<file path="config.mk">
export PLATFORM = sky130hd
export DESIGN_NAME = beta_serial
export DESIGN_NICKNAME = d
export VERILOG_FILES = /design/src/rtl/beta_serial.sv
export SDC_FILE = /design/constraint.sdc
export NUM_CORES = 1
export LEC_CHECK = 0
export CORE_MARGIN = 4
export CORE_UTILIZATION = 48
export DETAILED_ROUTE_END_ITERATION = 8
export PLACE_DENSITY = 0.81
export SLEW_MARGIN = 20
export SYNTH_ARGS = -nofsm -noshare
export SYNTH_HDL_FRONTEND = slang
export SYNTH_SLANG_ARGS = --single-unit
</file>
<file path="constraint.sdc">
create_clock -name clk -period 2.87 [get_ports clk]
set_input_delay 0.287 -clock clk [delete_from_list [all_inputs] [get_ports clk]]
set_output_delay 0.287 -clock clk [all_outputs]
set_load 0.03 [all_outputs]
</file>
<file path="src/rtl/beta_serial.sv">
// beta_serial: iterative SWAN beta layer, LANES 4-bit columns per clock, valid/ready on both sides.
// Define BETA_SERIAL_INV_EN to build the inverse S-box lanes selected by the captured mode.
module sbox (
    input  logic [3:0] a_i,
    output logic [3:0] b_o
);
    localparam logic [63:0] TABLE = 64'h2174_8FE3_DA09_B65C;
    assign b_o = TABLE[{a_i, 2'b00} +: 4];
endmodule

module sbox_inv (
    input  logic [3:0] a_i,
    output logic [3:0] b_o
);
    localparam logic [63:0] TABLE = 64'hA970_364B_D21C_8FE5;
    assign b_o = TABLE[{a_i, 2'b00} +: 4];
endmodule

module beta_serial #(
    parameter int BLOCK_SIZE  = 64,
    parameter int SIDE_SIZE   = BLOCK_SIZE / 2,
    parameter int COLUMN_SIZE = SIDE_SIZE / 4,
    parameter int SBOX_SIZE   = 4,
    parameter int LANES       = 2
) (
    input  logic                 clk,
    input  logic                 rst,
    input  logic                 in_valid,
    output logic                 in_ready,
    input  logic                 mode,
    input  logic [0:SIDE_SIZE-1] x,
    output logic                 out_valid,
    input  logic                 out_ready,
    output logic [0:SIDE_SIZE-1] y,
    output logic                 busy
);
    localparam int LN = (LANES < 1) ? 1 : LANES;
    localparam int N  = (COLUMN_SIZE / LN < 1) ? 1 : COLUMN_SIZE / LN;
    localparam int CW = (N > 1) ? $clog2(N) : 1;
    localparam int G  = 2 ** CW;
    localparam int C  = COLUMN_SIZE;

    if (LANES == 0 || COLUMN_SIZE % LN != 0 || SBOX_SIZE != 4 ||
        !(BLOCK_SIZE == 64 || BLOCK_SIZE == 128 || BLOCK_SIZE == 256)) begin : g_bad
        $error("beta_serial: illegal BLOCK_SIZE/LANES/SBOX_SIZE combination");
    end

    typedef enum logic [1:0] {IDLE, BUSY, DONE} state_t;

    state_t               state_q, state_d;
    logic [CW-1:0]        cnt_q, cnt_d;
    logic [0:SIDE_SIZE-1] data_q, data_d, step;
    logic                 last;
    logic [3:0]           cols [C];
    logic [3:0]           grp  [G][LN];
    logic [3:0]           nib  [LN];
    logic [3:0]           fwd  [LN];
    logic [3:0]           res  [LN];

    // Column j gathers bits j, j+C, j+2C, j+3C (MSB first); only the active group is rewritten.
    for (genvar j = 0; j < C; j++) begin : g_col
        assign cols[j] = {data_q[j], data_q[j+C], data_q[j+2*C], data_q[j+3*C]};
        assign {step[j], step[j+C], step[j+2*C], step[j+3*C]} =
            (cnt_q == CW'(j / LN)) ? res[j % LN] : cols[j];
    end

    for (genvar g = 0; g < G; g++) begin : g_grp
        for (genvar l = 0; l < LN; l++) begin : g_lane
            if (g < N) begin : g_on
                assign grp[g][l] = cols[g*LN + l];
            end else begin : g_off
                assign grp[g][l] = '0;
            end
        end
    end

`ifdef BETA_SERIAL_INV_EN
    logic       mode_q;
    logic [3:0] inv [LN];
    always_ff @(posedge clk or posedge rst) begin
        if (rst) mode_q <= 1'b0;
        else if (state_q == IDLE && in_valid) mode_q <= mode;
    end
`else
    logic unused_mode;
    assign unused_mode = mode;
`endif

    for (genvar l = 0; l < LN; l++) begin : g_sbox
        assign nib[l] = grp[cnt_q][l];
        sbox u_fwd (.a_i(nib[l]), .b_o(fwd[l]));
`ifdef BETA_SERIAL_INV_EN
        sbox_inv u_inv (.a_i(nib[l]), .b_o(inv[l]));
        assign res[l] = mode_q ? inv[l] : fwd[l];
`else
        assign res[l] = fwd[l];
`endif
    end

    assign last = cnt_q == CW'(N - 1);

    always_comb begin
        state_d = state_q;
        cnt_d   = cnt_q;
        data_d  = data_q;
        case (state_q)
            IDLE: if (in_valid) begin
                state_d = BUSY;
                cnt_d   = '0;
                data_d  = x;
            end
            BUSY: begin
                data_d  = step;
                cnt_d   = last ? '0 : cnt_q + 1'b1;
                state_d = last ? DONE : BUSY;
            end
            DONE:    state_d = out_ready ? IDLE : DONE;
            default: state_d = IDLE;
        endcase
    end

    always_ff @(posedge clk or posedge rst) begin
        if (rst) begin
            state_q <= IDLE;
            cnt_q   <= '0;
            data_q  <= '0;
        end else begin
            state_q <= state_d;
            cnt_q   <= cnt_d;
            data_q  <= data_d;
        end
    end

    assign in_ready  = state_q == IDLE;
    assign busy      = state_q == BUSY;
    assign out_valid = state_q == DONE;
    assign y         = data_q;
endmodule

</file>
==> impl_metrics.csv, run 1 <==
group,metric,value,unit
layout,syn2layout_area_growth,35.0,%
worst_setup_path,endpoint_kind,"flop",
worst_setup_path,cp-start-kind,"flop",
drt,via_per_inst,6.00,
sta,worst_pin_slew,0.829,ns
floorplanning,dieArea,6370,um^2
clock_tree,clock_path_buffers,2,
synth,synth_top_cell_by_area,"dfrtp_1",
grt,grt_pass1_vias,2367,
synth,synth_edf_count,0,
sta,setup_violations,0,
synth,synthTopCellsByArea,"dfrtp_1, mux4_2, ha_1",
synth,synth_nets,307,
sta,fin_setup_tns,0,ns
drt,ant_nets,0,
synth,ys_ff_latch,36,
run_status,status,"complete, no violations",
layout,final_net_count,375,
layout,fillers,383,
drt,dr_total_vias,2353,
layout,utilization,0.690,
clock_tree,cts_sinks,36,
clock_tree,ctsHoldBuffers,0,
worst_setup_path,arrival,2.70,ns
synth,synth_cell_types,36,
grt,overflow,0,
floorplanning,die_w,79.8,um
placement,hpwlAfterDp,5.22,mm
worst_setup_path,critical_path.max_fanout,8,
placement,place.gp.congestion,0.858,
floorplanning,dieHeight,79.8,um
grt,grt_first_pass_wirelength,11.5,mm
drt,wl_per_cell,18.3,um
clock_tree,numCtsBuffers,5,
drt,drtIter0Drc,184,
layout,antenna_cells,0,
sta,fmaxAchievable,0.403,GHz
floorplanning,fp.coreArea,4850,um^2
placement,io_buffers,70,
clock_tree,insertion_delay,0.29,ns
synth,synth-async-reset-ratio,1.00,
drt,routed_wl,7.16,mm
worst_setup_path,rrSetupSlack,0.39,ns
sta,finalHoldViolations,0,
synth,synth_ff_type,"dfrtp_1",
worst_setup_path,crit_type,"flop to flop",
grt,antenna_found_initial,0,
clock_tree,htree_levels,2,
synth,syn_area,2480,um^2
sta,fin_skew,0.0105,ns
sta,drv_slew,0,
layout,drive_gt1_frac,0.0862,
synth,syn_avg_cell_area,9.68,um^2
clock_tree,cts_tree,"built",
sta,min_period,2.48,ns
clock_tree,clk_root_buffer_cell,"clkbuf_8",
drt,dr.pass1.iters,4,
synth,synth_seq_area_share,0.364,
synth,synthCells,256,
clock_tree,post_cts_buffers,0,
grt,grt_max_degree,37,
worst_hold_path,hp-class,"input pin to asynchronous set/reset pin",
clock_tree,cts_resized,0,
worst_setup_path,cp.required,3.09,ns
floorplanning,rows,25,
drt,drc,0,
floorplanning,pin_count,72,
synth,yosysWarnings,0,
synth,synth.top_cell.area_share,0.364,
sta,fin_crit_sh,0.865,
floorplanning,start_util,0.511,
job,maxCapViolations,0,
sta,rsz0062_at_grt,"false",
grt,track_usage,0.232,
sta,slew-limit-headroom,0.447,
clock_tree,path_clk_slew,0.08,ns
-- through the flow --
| stage | hold WS (ns) | std cells | cell area, um^2 | worst slack (ns) |
|---|---|---|---|---|
| after global placement | 0.511 | 384 | 3240 | 0.459 |
| after floorplan | 0.438 | 256 | 2480 | 0.731 |
| after detailed placement | 0.517 | 384 | 3240 | 0.413 |
| after CTS | 0.425 | 392 | 3340 | 0.386 |
| after global routing | 0.468 | 392 | 3340 | 0.220 |
| final | 0.408 | 392 | 3340 | 0.389 |
-- metal layers --
layer	routed length, um	track usage	vias to the layer above
met2	3400	0.376	98
met4	148	0.0811	0
met3	559	0.0508	13
li1	-	-	1078
met1	3050	0.306	1164
met5	0	0	-
-- cell usage after synthesis, drive strengths merged (3+ instances only) --
cell / number
nand3: 14
mux2i: 14
a221o: 4
o21ai: 8
dfrtp: 36
o211ai: 4
nand3b: 4
or3: 4
and3b: 3
ha: 14
nor2: 20
buf: 4
inv: 14
a21o: 4
clkbuf: 12
a32oi: 4
nand2: 26
and2: 6
a31oi: 8
nor4b: 11
a21oi: 17
a32o: 4
mux4: 10
nand2b: 4
-- registers in the layout (all words and copies together) (netlist names) --
signal / cells
y: 32
cnt_q: 2
state_q: 2
-- worst paths after layout --
path / start / end / depth (start not counted)
setup / recovery: cnt_q[1] / y[28] / 7
hold / removal: rst / y[25] / 3
setup reg to reg: cnt_q[1] / y[28] / 7
hold reg to reg: y[17] / y[17] / 2
max in group asynchronous: rst / y[8] / 3
min in group clk: y[17] / y[17] / 2
-- placed cells by master (no fill, tap or decap), types with 2 or more instances in the layout --
master,instances
nand4_1,2
nand2_1,26
buf_4,7
a31oi_1,8
and3b_1,3
o21ai_0,4
a221o_1,4
nand3b_1,4
nand3_1,14
nor2_1,20
dfrtp_1,36
and2_1,6
a32oi_1,4
mux2i_1,12
clkbuf_8,5
or3_1,4
o21ai_1,4
a21oi_1,17
a21o_1,4
inv_1,13
nor4b_1,10
clkdlybuf4s50_1,70
ha_1,14
o211ai_1,4
a32o_1,4
mux4_2,10
nand2b_1,4
-- cell type report --
cell class | count | area, um^2 | share of cell area
Inverter | 14 | 52.6 | 0.0157
Multi-Input combinational cell | 190 | 1450 | 0.432
Tap cell | 67 | 83.8 | 0.0251
Sequential cell | 36 | 901 | 0.269
Clock buffer | 6 | 72.6 | 0.0217
Timing Repair Buffer | 77 | 753 | 0.225
Clock inverter | 2 | 35.0 | 0.0105
-- cell families (layout without fill, tap and decap cells) --
| kind of cell | Yosys count | count (layout) | synth area share |
|---|---|---|---|
| simple gates | 96 | 96 | 0.208 |
| compound gates | 56 | 56 | 0.151 |
| flops | 36 | 36 | 0.364 |
| buf+inv | 30 | 99 | 0.0525 |
| mux | 24 | 24 | 0.154 |
| fa+ha+maj | 14 | 14 | 0.0707 |
-- worst max-delay path: stages, from the launching register on --
cell and delay (ns):
dfrtp_1 0.61, mux4_2 0.64, inv_1 0.13, ha_1 0.25, inv_1 0.08, mux2i_1 0.18
or3_1 0.43, nand3_1 0.08
Power of run 1 is not shown: default switching activity piles up to over one toggle a cycle in this logic, so the estimate is an artifact.
==> inputs of run 2 (changes only) <==
Settings changed: GPL_TIMING_DRIVEN set to 0, SLEW_MARGIN 20 to 0.
==> impl_metrics.csv, run 2 (synthesized netlist as in run 1, its figures left out) <==
group,metric,value,unit
sta,rsz0062_at_grt,"false",
sta,min_period,2.57,ns
drt,ant_nets,0,
worst_setup_path,rr_startpoint,"cnt_q[1]",
drt,routed_wl,7.68,mm
drt,wl_per_cell,19.1,um
drt,dr_total_vias,2432,
clock_tree,htree_levels,2,
worst_setup_path,cp.required,2.58,ns
grt,grt_max_degree,20,
worst_setup_path,arrival,2.29,ns
worst_setup_path,critical_path.max_fanout,10,
sta,fin_skew,0.00578,ns
worst_setup_path,critPathLaunch,"state_q[0]",
drt,drtIter0Drc,210,
layout,largest_register_ffs,32,
clock_tree,cts_tree,"built",
sta,drv_slew,0,
clock_tree,insertion_delay,0.29,ns
drt,drc,0,
grt,grt_first_pass_wirelength,11.9,mm
layout,design_area,3420,um^2
clock_tree,clk_root_buffer_cell,"clkbuf_8",
sta,finalHoldViolations,0,
grt,grt_pass1_vias,2373,
worst_setup_path,rr_worst_depth,8,
placement,io_buffers,70,
floorplanning,fp.coreArea,4850,um^2
grt,antenna_found_initial,0,
worst_setup_path,endpoint_kind,"output pin",
run_status,status,"complete, no violations",
layout,final_cell_mix,"clkdlybuf4s50_1, dfrtp_1, nand2_1, nor2_1, a21oi_1",
clock_tree,cts_resized,0,
clock_tree,clock_path_buffers,2,
placement,hpwlAfterDp,5.71,mm
floorplanning,dieHeight,79.8,um
sta,worst_pin_slew,0.850,ns
clock_tree,ctsHoldBuffers,0,
layout,drive_gt1_frac,0.0806,
grt,track_usage,0.249,
worst_hold_path,hp-class,"input pin to asynchronous set/reset pin",
layout,antenna_cells,0,
drt,via_per_inst,6.05,
layout,final_net_count,385,
sta,fmaxAchievable,0.389,GHz
sta,fin_setup_tns,0,ns
placement,placed_cell_area,3290,um^2
floorplanning,dieArea,6370,um^2
worst_setup_path,crit_type,"flop to output pin",
grt,overflow,0,
sta,setup_violations,0,
clock_tree,post_cts_buffers,0,
placement,place.gp.congestion,0.870,
worst_setup_path,cp-start-kind,"flop",
floorplanning,rows,25,
sta,fin_crit_sh,0.897,
sta,holdWs,0.448,ns
clock_tree,path_clk_slew,0.08,ns
floorplanning,pin_count,72,
floorplanning,start_util,0.511,
layout,mostFrequentLayoutCell,"clkdlybuf4s50_1",
sta,slew-limit-headroom,0.433,
clock_tree,cts_sinks,36,
layout,syn2layout_area_growth,37.9,%
drt,dr.pass1.iters,5,
floorplanning,die_w,79.8,um
clock_tree,numCtsBuffers,5,
job,maxCapViolations,0,
run 2: area by class of cell:
type	count	area, um^2
inverter	14	52.6
multi-input combinational	190	1450
clock inverter	1	30.0
buffer	16	77.6
timing repair buffer	71	728
tap	67	83.8
clock buffer	7	96.3
fill	383	1430
sequential	36	901
run 2: metrics by stage:
step | cells | util | worst slack [ns]
floorplan | 256 | - | 0.731
global placement | 393 | 0.673 | 0.518
detailed placement | 394 | 0.678 | 0.473
CTS | 402 | 0.705 | 0.330
global route | 402 | 0.705 | 0.141
finish | 402 | 0.705 | 0.296
run 2: path summary, 6_finish.rpt:
| kind | slack [ns] | endpoint |
|---|---|---|
| max | 0.30 | in_ready |
| min | 0.45 | y[25] |
| max reg2reg | 0.42 | y[28] |
| min reg2reg | 0.54 | y[23] |
| max in group asynchronous | 1.86 | y[19] |
| min in group clk | 0.54 | y[23] |
run 2: per-layer routing:
layer  track usage  vias up  part of all wire
li1              -     1101                 -
met1         0.322     1161              0.39
met2         0.407      151              0.49
met3        0.0598       19             0.095
met4        0.0878        0             0.022
met5             0        -                 0
run 2: worst max-delay path, stage by stage, from the launching register on:
cell	delay (ns)
dfrtp_1	0.32
clkbuf_1	0.26
clkbuf_1	0.35
clkbuf_1	0.39
nor2_1	0.07
clkdlybuf4s50_1	0.60
Power of run 2 is left out for the same reason.
